**src/rtl/div_pkg.sv**
```systemverilog
// Shared types and constants for the sequential restoring divider.
package div_pkg;

  localparam int unsigned DIV_W_DEFAULT = 32;

  typedef enum logic [1:0] {
    IDLE = 2'd0,
    CALC = 2'd1,
    FIX  = 2'd2,
    DONE = 2'd3
  } div_state_e;

  // Width of a counter that must hold 0..w-1.
  function automatic int unsigned cnt_width(input int unsigned w);
    return (w <= 2) ? 1 : $clog2(w);
  endfunction

endpackage

```
**src/rtl/div_seq_if.sv**
```systemverilog
// Start/ready/done handshake and operand/result bus of the divider.
interface div_seq_if
  import div_pkg::*;
#(
  parameter int unsigned W = DIV_W_DEFAULT
) ();

  logic           start;
  logic           signed_mode;
  logic [2*W-1:0] dividend;
  logic [W-1:0]   divisor;
  logic           ready;
  logic           busy;
  logic           done;
  logic [W-1:0]   quotient;
  logic [W-1:0]   remainder;
  logic           div_zero;
  logic           overflow;

  modport master (
    output start, signed_mode, dividend, divisor,
    input  ready, busy, done, quotient, remainder, div_zero, overflow
  );

  modport slave (
    input  start, signed_mode, dividend, divisor,
    output ready, busy, done, quotient, remainder, div_zero, overflow
  );

endinterface

```
**src/rtl/addsub_w.sv**
```systemverilog
// N-bit subtractor a - b with borrow out, used for the restoring trial step.
module addsub_w #(
  parameter int unsigned N = 33
) (
  input  logic [N-1:0] i_a,
  input  logic [N-1:0] i_b,
  output logic [N-1:0] o_diff,
  output logic         o_borrow
);

  assign {o_borrow, o_diff} = {1'b0, i_a} - {1'b0, i_b};

endmodule

```
**src/rtl/div_seq.sv**
```systemverilog
// Sequential restoring divider: 2W-bit dividend / W-bit divisor, signed or
// unsigned per operation, one quotient bit per cycle.
module div_seq
  import div_pkg::*;
#(
  parameter int unsigned W = DIV_W_DEFAULT
) (
  input  logic     clk,
  input  logic     rst,
  div_seq_if.slave bus
);

  localparam int unsigned  W2      = 2 * W;
  localparam int unsigned  CW      = cnt_width(W);
  localparam logic [W-1:0] MSB_ONE = {1'b1, {(W-1){1'b0}}};

  div_state_e    r_state, w_state_n;
  logic [W2-1:0] r_acc,   w_acc_n;
  logic [W-1:0]  r_dvs,   w_dvs_n;
  logic [CW-1:0] r_cnt,   w_cnt_n;
  logic          r_smode, w_smode_n;
  logic          r_sq,    w_sq_n;
  logic          r_sr,    w_sr_n;

  logic          r_ready, w_ready_n;
  logic          r_busy,  w_busy_n;
  logic          r_done,  w_done_n;
  logic [W-1:0]  r_quot,  w_quot_n;
  logic [W-1:0]  r_rem,   w_rem_n;
  logic          r_dz,    w_dz_n;
  logic          r_ovf,   w_ovf_n;

  // Operand magnitudes and result signs, evaluated on the accept edge.
  logic          w_dvd_neg, w_dvs_neg;
  logic [W2-1:0] w_dvd_abs;
  logic [W-1:0]  w_dvs_abs;
  logic          w_hi_ge;

  assign w_dvd_neg = bus.signed_mode & bus.dividend[W2-1];
  assign w_dvs_neg = bus.signed_mode & bus.divisor[W-1];
  assign w_dvd_abs = w_dvd_neg ? (~bus.dividend + W2'(1)) : bus.dividend;
  assign w_dvs_abs = w_dvs_neg ? (~bus.divisor + W'(1)) : bus.divisor;
  assign w_hi_ge   = (w_dvd_abs[W2-1:W] >= w_dvs_abs);

  // Trial subtraction of the divisor from the shifted partial remainder.
  logic [W:0] w_top, w_diff;
  logic       w_borrow, w_neg;

  assign w_top = r_acc[W2-1:W-1];

  addsub_w #(.N(W + 1)) u_sub (
    .i_a      (w_top),
    .i_b      ({1'b0, r_dvs}),
    .o_diff   (w_diff),
    .o_borrow (w_borrow)
  );

  // The difference lies in [-d, d), so its MSB agrees with the borrow.
  assign w_neg = w_borrow | w_diff[W];

  // Sign application and signed range check on the finished magnitudes.
  logic [W-1:0] w_qmag, w_rmag, w_qlim;
  logic         w_sovf;

  assign w_qmag = r_acc[W-1:0];
  assign w_rmag = r_acc[W2-1:W];
  assign w_qlim = r_sq ? MSB_ONE : (MSB_ONE - W'(1));
  assign w_sovf = r_smode & (w_qmag > w_qlim);

  always_comb begin
    w_state_n = r_state;
    w_acc_n   = r_acc;
    w_dvs_n   = r_dvs;
    w_cnt_n   = r_cnt;
    w_smode_n = r_smode;
    w_sq_n    = r_sq;
    w_sr_n    = r_sr;
    w_quot_n  = r_quot;
    w_rem_n   = r_rem;
    w_dz_n    = r_dz;
    w_ovf_n   = r_ovf;

    unique case (r_state)
      IDLE: begin
        if (bus.start) begin
          w_acc_n   = w_dvd_abs;
          w_dvs_n   = w_dvs_abs;
          w_smode_n = bus.signed_mode;
          w_sq_n    = w_dvd_neg ^ w_dvs_neg;
          w_sr_n    = w_dvd_neg;
          w_cnt_n   = '0;
          if (bus.divisor == '0) begin
            w_dz_n    = 1'b1;
            w_ovf_n   = 1'b0;
            w_quot_n  = '1;
            w_rem_n   = bus.dividend[W-1:0];
            w_state_n = DONE;
          end else if (w_hi_ge) begin
            w_dz_n    = 1'b0;
            w_ovf_n   = 1'b1;
            w_quot_n  = '0;
            w_rem_n   = '0;
            w_state_n = DONE;
          end else begin
            w_dz_n    = 1'b0;
            w_ovf_n   = 1'b0;
            w_state_n = CALC;
          end
        end
      end

      CALC: begin
        if (w_neg) begin
          w_acc_n = {r_acc[W2-2:0], 1'b0};
        end else begin
          w_acc_n = {w_diff[W-1:0], r_acc[W-2:0], 1'b1};
        end
        w_cnt_n = r_cnt + CW'(1);
        if (r_cnt == CW'(W - 1)) begin
          w_state_n = FIX;
        end
      end

      FIX: begin
        if (w_sovf) begin
          w_ovf_n  = 1'b1;
          w_quot_n = '0;
          w_rem_n  = '0;
        end else begin
          w_quot_n = r_sq ? (~w_qmag + W'(1)) : w_qmag;
          w_rem_n  = r_sr ? (~w_rmag + W'(1)) : w_rmag;
        end
        w_state_n = DONE;
      end

      DONE: begin
        w_state_n = IDLE;
      end

      default: begin
        w_state_n = IDLE;
      end
    endcase
  end

  // Handshake outputs follow the next state; done trails the DONE state by one edge.
  assign w_ready_n = (w_state_n == IDLE);
  assign w_busy_n  = (w_state_n == CALC) || (w_state_n == FIX);
  assign w_done_n  = (r_state == DONE);

  always_ff @(posedge clk or posedge rst) begin
    if (rst) begin
      r_state <= IDLE;
      r_acc   <= '0;
      r_dvs   <= '0;
      r_cnt   <= '0;
      r_smode <= 1'b0;
      r_sq    <= 1'b0;
      r_sr    <= 1'b0;
      r_ready <= 1'b1;
      r_busy  <= 1'b0;
      r_done  <= 1'b0;
      r_quot  <= '0;
      r_rem   <= '0;
      r_dz    <= 1'b0;
      r_ovf   <= 1'b0;
    end else begin
      r_state <= w_state_n;
      r_acc   <= w_acc_n;
      r_dvs   <= w_dvs_n;
      r_cnt   <= w_cnt_n;
      r_smode <= w_smode_n;
      r_sq    <= w_sq_n;
      r_sr    <= w_sr_n;
      r_ready <= w_ready_n;
      r_busy  <= w_busy_n;
      r_done  <= w_done_n;
      r_quot  <= w_quot_n;
      r_rem   <= w_rem_n;
      r_dz    <= w_dz_n;
      r_ovf   <= w_ovf_n;
    end
  end

  assign bus.ready     = r_ready;
  assign bus.busy      = r_busy;
  assign bus.done      = r_done;
  assign bus.quotient  = r_quot;
  assign bus.remainder = r_rem;
  assign bus.div_zero  = r_dz;
  assign bus.overflow  = r_ovf;

endmodule

```
**src/flat_wrapper.sv**
```systemverilog
// flat-port wrapper written by rule: the top's interface ports become plain ports
module div_seq_flat import div_pkg::*;
#(
  parameter int unsigned W = DIV_W_DEFAULT
)
  (clk, rst, bus_start, bus_signed_mode, bus_dividend, bus_divisor, bus_ready, bus_busy, bus_done, bus_quotient, bus_remainder, bus_div_zero, bus_overflow);
  div_seq_if #(.W(W)) bus_i ();
  input  logic clk;
  input  logic rst;
  input wire logic [$bits(bus_i.start)-1:0] bus_start;
  input wire logic [$bits(bus_i.signed_mode)-1:0] bus_signed_mode;
  input wire logic [$bits(bus_i.dividend)-1:0] bus_dividend;
  input wire logic [$bits(bus_i.divisor)-1:0] bus_divisor;
  output wire logic [$bits(bus_i.ready)-1:0] bus_ready;
  output wire logic [$bits(bus_i.busy)-1:0] bus_busy;
  output wire logic [$bits(bus_i.done)-1:0] bus_done;
  output wire logic [$bits(bus_i.quotient)-1:0] bus_quotient;
  output wire logic [$bits(bus_i.remainder)-1:0] bus_remainder;
  output wire logic [$bits(bus_i.div_zero)-1:0] bus_div_zero;
  output wire logic [$bits(bus_i.overflow)-1:0] bus_overflow;
  assign bus_i.start = bus_start;
  assign bus_i.signed_mode = bus_signed_mode;
  assign bus_i.dividend = bus_dividend;
  assign bus_i.divisor = bus_divisor;
  assign bus_ready = bus_i.ready;
  assign bus_busy = bus_i.busy;
  assign bus_done = bus_i.done;
  assign bus_quotient = bus_i.quotient;
  assign bus_remainder = bus_i.remainder;
  assign bus_div_zero = bus_i.div_zero;
  assign bus_overflow = bus_i.overflow;
  div_seq #(.W(W)) u_core (.clk(clk), .rst(rst), .bus(bus_i));
endmodule
```
**config.mk**
```make
export PLATFORM = sky130hd
export DESIGN_NAME = div_seq_flat
export DESIGN_NICKNAME = d
export VERILOG_FILES = /design/src/rtl/div_pkg.sv /design/src/rtl/div_seq_if.sv /design/src/rtl/addsub_w.sv /design/src/rtl/div_seq.sv /design/src/flat_wrapper.sv
export SDC_FILE = /design/constraint.sdc
export NUM_CORES = 1
export LEC_CHECK = 0
export CAP_MARGIN = 15
export CORE_UTILIZATION = 40
export CTS_CLUSTER_DIAMETER = 150
export CTS_CLUSTER_SIZE = 40
export DETAILED_ROUTE_END_ITERATION = 8
export HOLD_SLACK_MARGIN = 0.02
export PLACE_DENSITY = 0.56
export RECOVER_POWER = 50
export SLEW_MARGIN = 20
export SYNTH_ARGS = -nofsm -noshare
export SYNTH_HDL_FRONTEND = slang
export SYNTH_HIERARCHICAL = 1
export SYNTH_SLANG_ARGS = --single-unit
export TNS_END_PERCENT = 50
```
**constraint.sdc**
```tcl
create_clock -name clk -period 15.21 [get_ports clk]
set_clock_uncertainty 0.2 [all_clocks]
set_input_delay 1.521 -clock clk [delete_from_list [all_inputs] [get_ports clk]]
set_output_delay 1.521 -clock clk [all_outputs]
set_load 0.005 [all_outputs]
```
# After elaboration in Yosys (flattened, before gate mapping)
# Index checks and enable logic that the tools add are counted.
dict set report classes {
  addsub 6
  n_lt_le_gt_ge 2
  n_eq_ne 9
  n_mux 30
  bitwise_logic 9
  n_reduce_logical 10
}
# cell n
set ops {}
lappend ops {{$mux W32} 11}
lappend ops {{$mux W64} 3}
lappend ops {{$pmux W32 S2} 2}
lappend ops {{$pmux W64 S2} 1}
lappend ops {{$add A32 B1 Y32 const B} 3}
lappend ops {{$not A32 Y32} 3}
lappend ops {{$add A64 B1 Y64 const B} 1}
lappend ops {{$not A64 Y64} 1}
lappend ops {{$sub A33 B32 Y34} 1}
lappend ops {{$ge A32 B32 Y1} 1}
lappend ops {{$gt A32 B32 Y1} 1}
lappend ops {{$logic_not A32 Y1} 1}
lappend ops {{$pmux W5 S2} 1}
lappend ops {{$mux W2} 4}
lappend ops {{$pmux W2 S4} 1}
lappend ops {{$eq A2 B2 Y1 const B} 3}
lappend ops {{$reduce_and A3 Y1} 2}
lappend ops {{$add A5 B1 Y5 const B} 1}
lappend ops {{$eq A5 B5 Y1 const B} 1}
lappend ops {{$mux W1} 5}
lappend ops {{$mux W5} 1}
lappend ops {{$eq A2 B1 Y1 const B} 2}
lappend ops {{$logic_not A2 Y1} 2}
lappend ops {{$reduce_and A2 Y1} 2}
lappend ops {{9 further kinds} 12}
dict set report totals {
  ff_bits 175
  inputBits 100
  output_inout_bits 69
  elab_cells 80
}

# Logic depth before layout (Yosys ltp)
dict set report depth {
  word_depth 10
  ltp_mapped 20
  mapped_depth_nobuf 17
}

# By module
# Netlist, hierarchy kept.
# mod n_inst cells_each area_per_inst_um2 seq_area_each_um2
set modules_own_cells {}
lappend modules_own_cells {div_seq 1 1445 12680.9 4380.5}
lappend modules_own_cells {addsub_w 1 295 1948.1 0.0}

# Worst setup path after synthesis
# No wires, ideal clock.
dict set report synth_timing {
  path_type {input to register}
  startpoint {input bus_dividend[26]}
  endpoint {register u_core.r_busy (netlist: u_core/bus.busy)}
  setup_ns 0.126
  arrival_time_ns 5.588
  required_ns 14.884
  slack_ns 9.297
  stages 17
  path_buffers 3
  path_cell_list {or4_1 nand4bb_1 nand2b_1 or3_1 clkbuf_1 or4_1 o21ai_1 xnor2_1 ha_1 a2111o_1 a31oi_1 o2111a_1 clkbuf_8 nor2_8 buf_4 a21oi_1 ha_1}
}
dict set report synth_between {
  elab_chain_cells 10
  elab_cells_between_ends 11
  cone_classes {add/sub: 1; order compare: 1; eq/ne: 2; mux: 5; bitwise: 1; reduce/logical: 1}
}
# element line_no
set synth_rtl {}
lappend synth_rtl {{from (decl)} flat_wrapper.sv:12} ;# input wire logic [$bits(bus_i.dividend)-1:0] bus_dividend;
lappend synth_rtl {{$not A64 Y64 *} div_seq.sv:41} ;# assign w_dvd_abs = w_dvd_neg ? (~bus.dividend + W2'(1)) : bus.dividend;
lappend synth_rtl {{$add A64 B1 Y64 *} div_seq.sv:41}
lappend synth_rtl {{$mux W64 *} div_seq.sv:41}
lappend synth_rtl {{$ge A32 B32 Y1 *} div_seq.sv:43} ;# assign w_hi_ge = (w_dvd_abs[W2-1:W] >= w_dvs_abs);
lappend synth_rtl {{$mux W2 *} div_seq.sv:98} ;# end else if (w_hi_ge) begin
lappend synth_rtl {{$mux W2 *} div_seq.sv:92} ;# if (bus.divisor == '0) begin
lappend synth_rtl {{$mux W2 *} div_seq.sv:85} ;# if (bus.start) begin
lappend synth_rtl {{$pmux W2 S4 *} div_seq.sv:83} ;# unique case (r_state)
lappend synth_rtl {{$eq A2 B1 Y1 / $eq A2 B2 Y1 (equally long branches)} div_seq.sv:148} ;# assign w_busy_n = (w_state_n == CALC) || (w_state_n == FIX);
lappend synth_rtl {{$logic_or A1 B1 Y1 *} div_seq.sv:148}
lappend synth_rtl {{via u_core.w_busy_n} div_seq.sv:26} ;# logic r_busy, w_busy_n;
lappend synth_rtl {{to (signal assigned)} div_seq.sv:176} ;# r_busy <= w_busy_n;
lappend synth_rtl {{to (decl)} div_seq.sv:26}
# Mark *: on every way through the listed nets, which the timed path passes. The rest lies on a longest branch.
# A chain may end at the register's enable or synchronous reset.

# Worst setup path after layout
dict set report layout_timing {
  startpoint {input bus_dividend[4]}
  endpoint {register u_core.r_busy (netlist: u_core/bus.busy)}
}
# Same word-level chain as after synthesis.

==> results_dict.tcl <==
set metrics [dict create \
    r2r-end "u_core/r_acc[57]" \
    rsz0062_at_grt "no" \
    cap_violations 3 \
    rrSetupSlack_ns 10.60 \
    synth_ff_type "dfrtp_1" \
    whs_path_depth 2 \
    cts_tree "built" \
    grt_max_degree 102 \
    core_mm2 0.0357 \
    period_needed_ns 7.50 \
    status "complete, but fails checks" \
    drv_slew 180 \
    yosys_register_bits 175 \
    clock-sinks 175 \
    yosys_warnings 6 \
    firstDrtPassIters 9 \
    track_usage_pct 27.5 \
    avgRoutedWirePerCell_um 22.1 \
    die_x_um 193 \
    cts_root_buffer "clkbuf_16" \
    vias 13904 \
    clock_path_buffers 2 \
    die-area_mm2 0.0373 \
    hp-start "u_core/r_dvs[29]" \
    yosysTopAreaCellShare_pct 29.8 \
    routabilityCongestion 0.934 \
    areaGrowthSynthToFinish_pct 17.2 \
    critical_path_required_ns 15.35 \
    drive_gt1_share_pct 6.46 \
    dr.first_iter.drc_count 1168 \
    rows 69 \
    power.leakage_uw 0.00715 \
    initial_core_util_pct 40.9 \
    seq_area_frac_synth_pct 29.9 \
    ant_nets 0 \
    grt_pass1_vias 13296 \
    ys_async_sr_fraction_pct 100 \
    cp-end-kind "flip-flop" \
    postCtsSetupRepairBufs 0 \
    yosysTopAreaCell "dfrtp_1" \
    max_freq_mhz 133 \
    nFillCells 3545 \
    diodes 0 \
    setup_violations 0 \
    r2r-start "u_core/r_acc[39]" \
    routed_wl_um 51300 \
    relSlewSlack_pct -134 \
    p_total_uw 3420 \
    via_per_inst 5.99 \
    cts.clk_slew.worst_paths_ns 0.07 \
    rr_worst_depth 12 \
    ys_types 88 \
    p_per_area_mw_per_mm2 199 \
    synth_common_cells "nand2_1 (196), dfrtp_1 (174), o21ai_0 (164)" \
    cts_hold_buf 0 \
    violations "design-rule violations, max-capacitance violations, max-slew violations" \
    antenna_found_initial 0 \
    synth_area_per_cell_um2 8.41 \
    port_buffers 168 \
    ys_top_cells_by_area "dfrtp_1 (30%), ha_1 (8.9%), xnor2_1 (6.3%), o21ai_0 (5.6%), nand2_1 (5.0%)" \
    synth_area_mm2 0.0146 \
    fin_nets 2051 \
    vdd_ir_drop_max_v 0.000110 \
    hpwl_um 38700 \
    syn_inst 1740 \
    synth_edf_count 0 \
    synth_fp_nets 1945 \
    start_kind "input pin" \
    final_hold_viol_count 0 \
    cts_buffers 17 \
    io_pins 169 \
    synthMostInstantiatedCell "nand2_1" \
    whs_endpoint "u_core/r_dvs[29]" \
    cts_resized 0 \
    die_height_um 193 \
    path_class "input pin to flip-flop" \
    ctsHtreeMaxLevel 4 \
    drcViolationCount 11 \
    setup_tns_ns 0 \
    crit_arrival_ns 7.63 \
    worstSkewPairLatency_ns 0.46 \
    path_max_fanout 65 \
    hold_path_class "flip-flop to flip-flop" \
    grt_first_pass_wirelength_um 79300 \
    worst-slew-pin-transition_ns 3.52 \
    timing.final.crit_share_pct 49.3 \
    gr-total-overflow 0 \
]
critical path, cell delays in order:
cell and delay [ns]:
clkdlybuf4s50_1 0.50, nor4_1 0.70, and3_1 0.40, nand3_1 0.43
nor3_1 0.82, a21oi_1 0.21, xor2_1 0.25, ha_1 0.29
a211oi_1 0.25, o21bai_1 0.11, a2111o_1 0.41, a31oi_1 0.21
o2111a_2 0.23, buf_4 0.48, nor2_8 0.27, a21oi_1 0.22
ha_1 0.25
cell usage in the layout (no fill, tap or decap), types with 15 or more instances in the layout:
cell type and n:
dlygate4sd3_1 70, nor4_1 15, a22oi_1 16, nand3_1 40
nand4_1 25, or4_1 15, o41ai_1 18, xor2_1 72
o31ai_1 67, o21ai_0 164, clkdlybuf4s50_1 98, inv_1 58
dfrtp_1 173, or3_1 16, ha_1 104, a21o_1 21
nor2_1 92, nor3_1 31, a31oi_1 17, nand2_1 195
a22o_1 29, xnor2_1 105, clkbuf_16 17, mux2_2 31
a21oi_1 125
metal layers:
| layer | vias to the layer above | wire length (um) | GRT usage [%] |
|---|---|---|---|
| li1 | 6620 | - | - |
| met1 | 6749 | 23700 | 38.2 |
| met2 | 470 | 23200 | 43.4 |
| met3 | 65 | 3030 | 4.03 |
| met4 | 0 | 1470 | 10.0 |
| met5 | - | 0 | 0 |
layout make-up:
class | count | area, um^2 | share of cell area, %
Timing Repair Buffer | 184 | 1790 | 10.5
Sequential cell | 175 | 4380 | 25.5
Tap cell | 461 | 577 | 3.36
Clock buffer | 19 | 433 | 2.52
Clock inverter | 13 | 115 | 0.671
Inverter | 60 | 226 | 1.32
Multi-Input combinational cell | 1408 | 9620 | 56.1
how the worst max path moves through the flow:
stage / end / slack [ns] / from / depth (start not counted)
floorplan: u_core/bus.busy / 8.75 / rst / 1
global placement: u_core/bus.busy / 7.38 / bus_dividend[4] / 17
detailed placement: u_core/bus.busy / 7.37 / bus_dividend[4] / 17
CTS: u_core/bus.busy / 7.84 / bus_dividend[4] / 17
global route: u_core/bus.busy / 7.33 / bus_dividend[4] / 17
finish: u_core/bus.busy / 7.71 / bus_dividend[4] / 17
kinds of logic (layout without fill, tap and decap cells):
group | after synthesis | in the layout | synth area share, %
AOI/OAI and AO/OA | 566 | 566 | 25.4
xor gates and xnor gates | 177 | 177 | 10.6
adders and majority gates | 105 | 105 | 9.03
buffers and inverters | 157 | 276 | 4.48
DFF | 175 | 175 | 29.9
muxes | 39 | 39 | 2.97
other | 1 | 1 | 0.0256
and+or+nand+nor | 520 | 520 | 17.5
flip-flops by register name, indices dropped and copies added, names as in the netlist:
name                  cells
u_core/r_acc             64
u_core/bus.quotient      32
u_core/bus.remainder     32
u_core/r_dvs             32
u_core/r_cnt              5
u_core/r_state            2
u_core/bus.busy           1
u_core/bus.div_zero       1
u_core/bus.done           1
u_core/bus.overflow       1
u_core/bus.ready          1
u_core/r_smode            1
u_core/r_sq               1
u_core/r_sr               1
through the flow:
stage,hold WS (ns),setup WS [ns],util [%],instance area [um^2],std cells
after floorplan,0.240,8.75,-,14600,1740
after global placement,0.263,7.38,46.5,16600,2288
after detailed placement,0.270,7.37,46.5,16600,2288
after CTS,0.285,7.84,48.0,17200,2320
after global routing,0.299,7.33,48.0,17200,2320
final,0.280,7.71,48.0,17200,2320
power by group:
part | switching [uW] | internal [uW] | total (uW)
Combinational | 1200 | 873 | 2080
Clock | 208 | 226 | 434
Sequential | 283 | 624 | 908
Total | 1690 | 1720 | 3420
No activity file was read; power rests on OpenSTA's default activity.
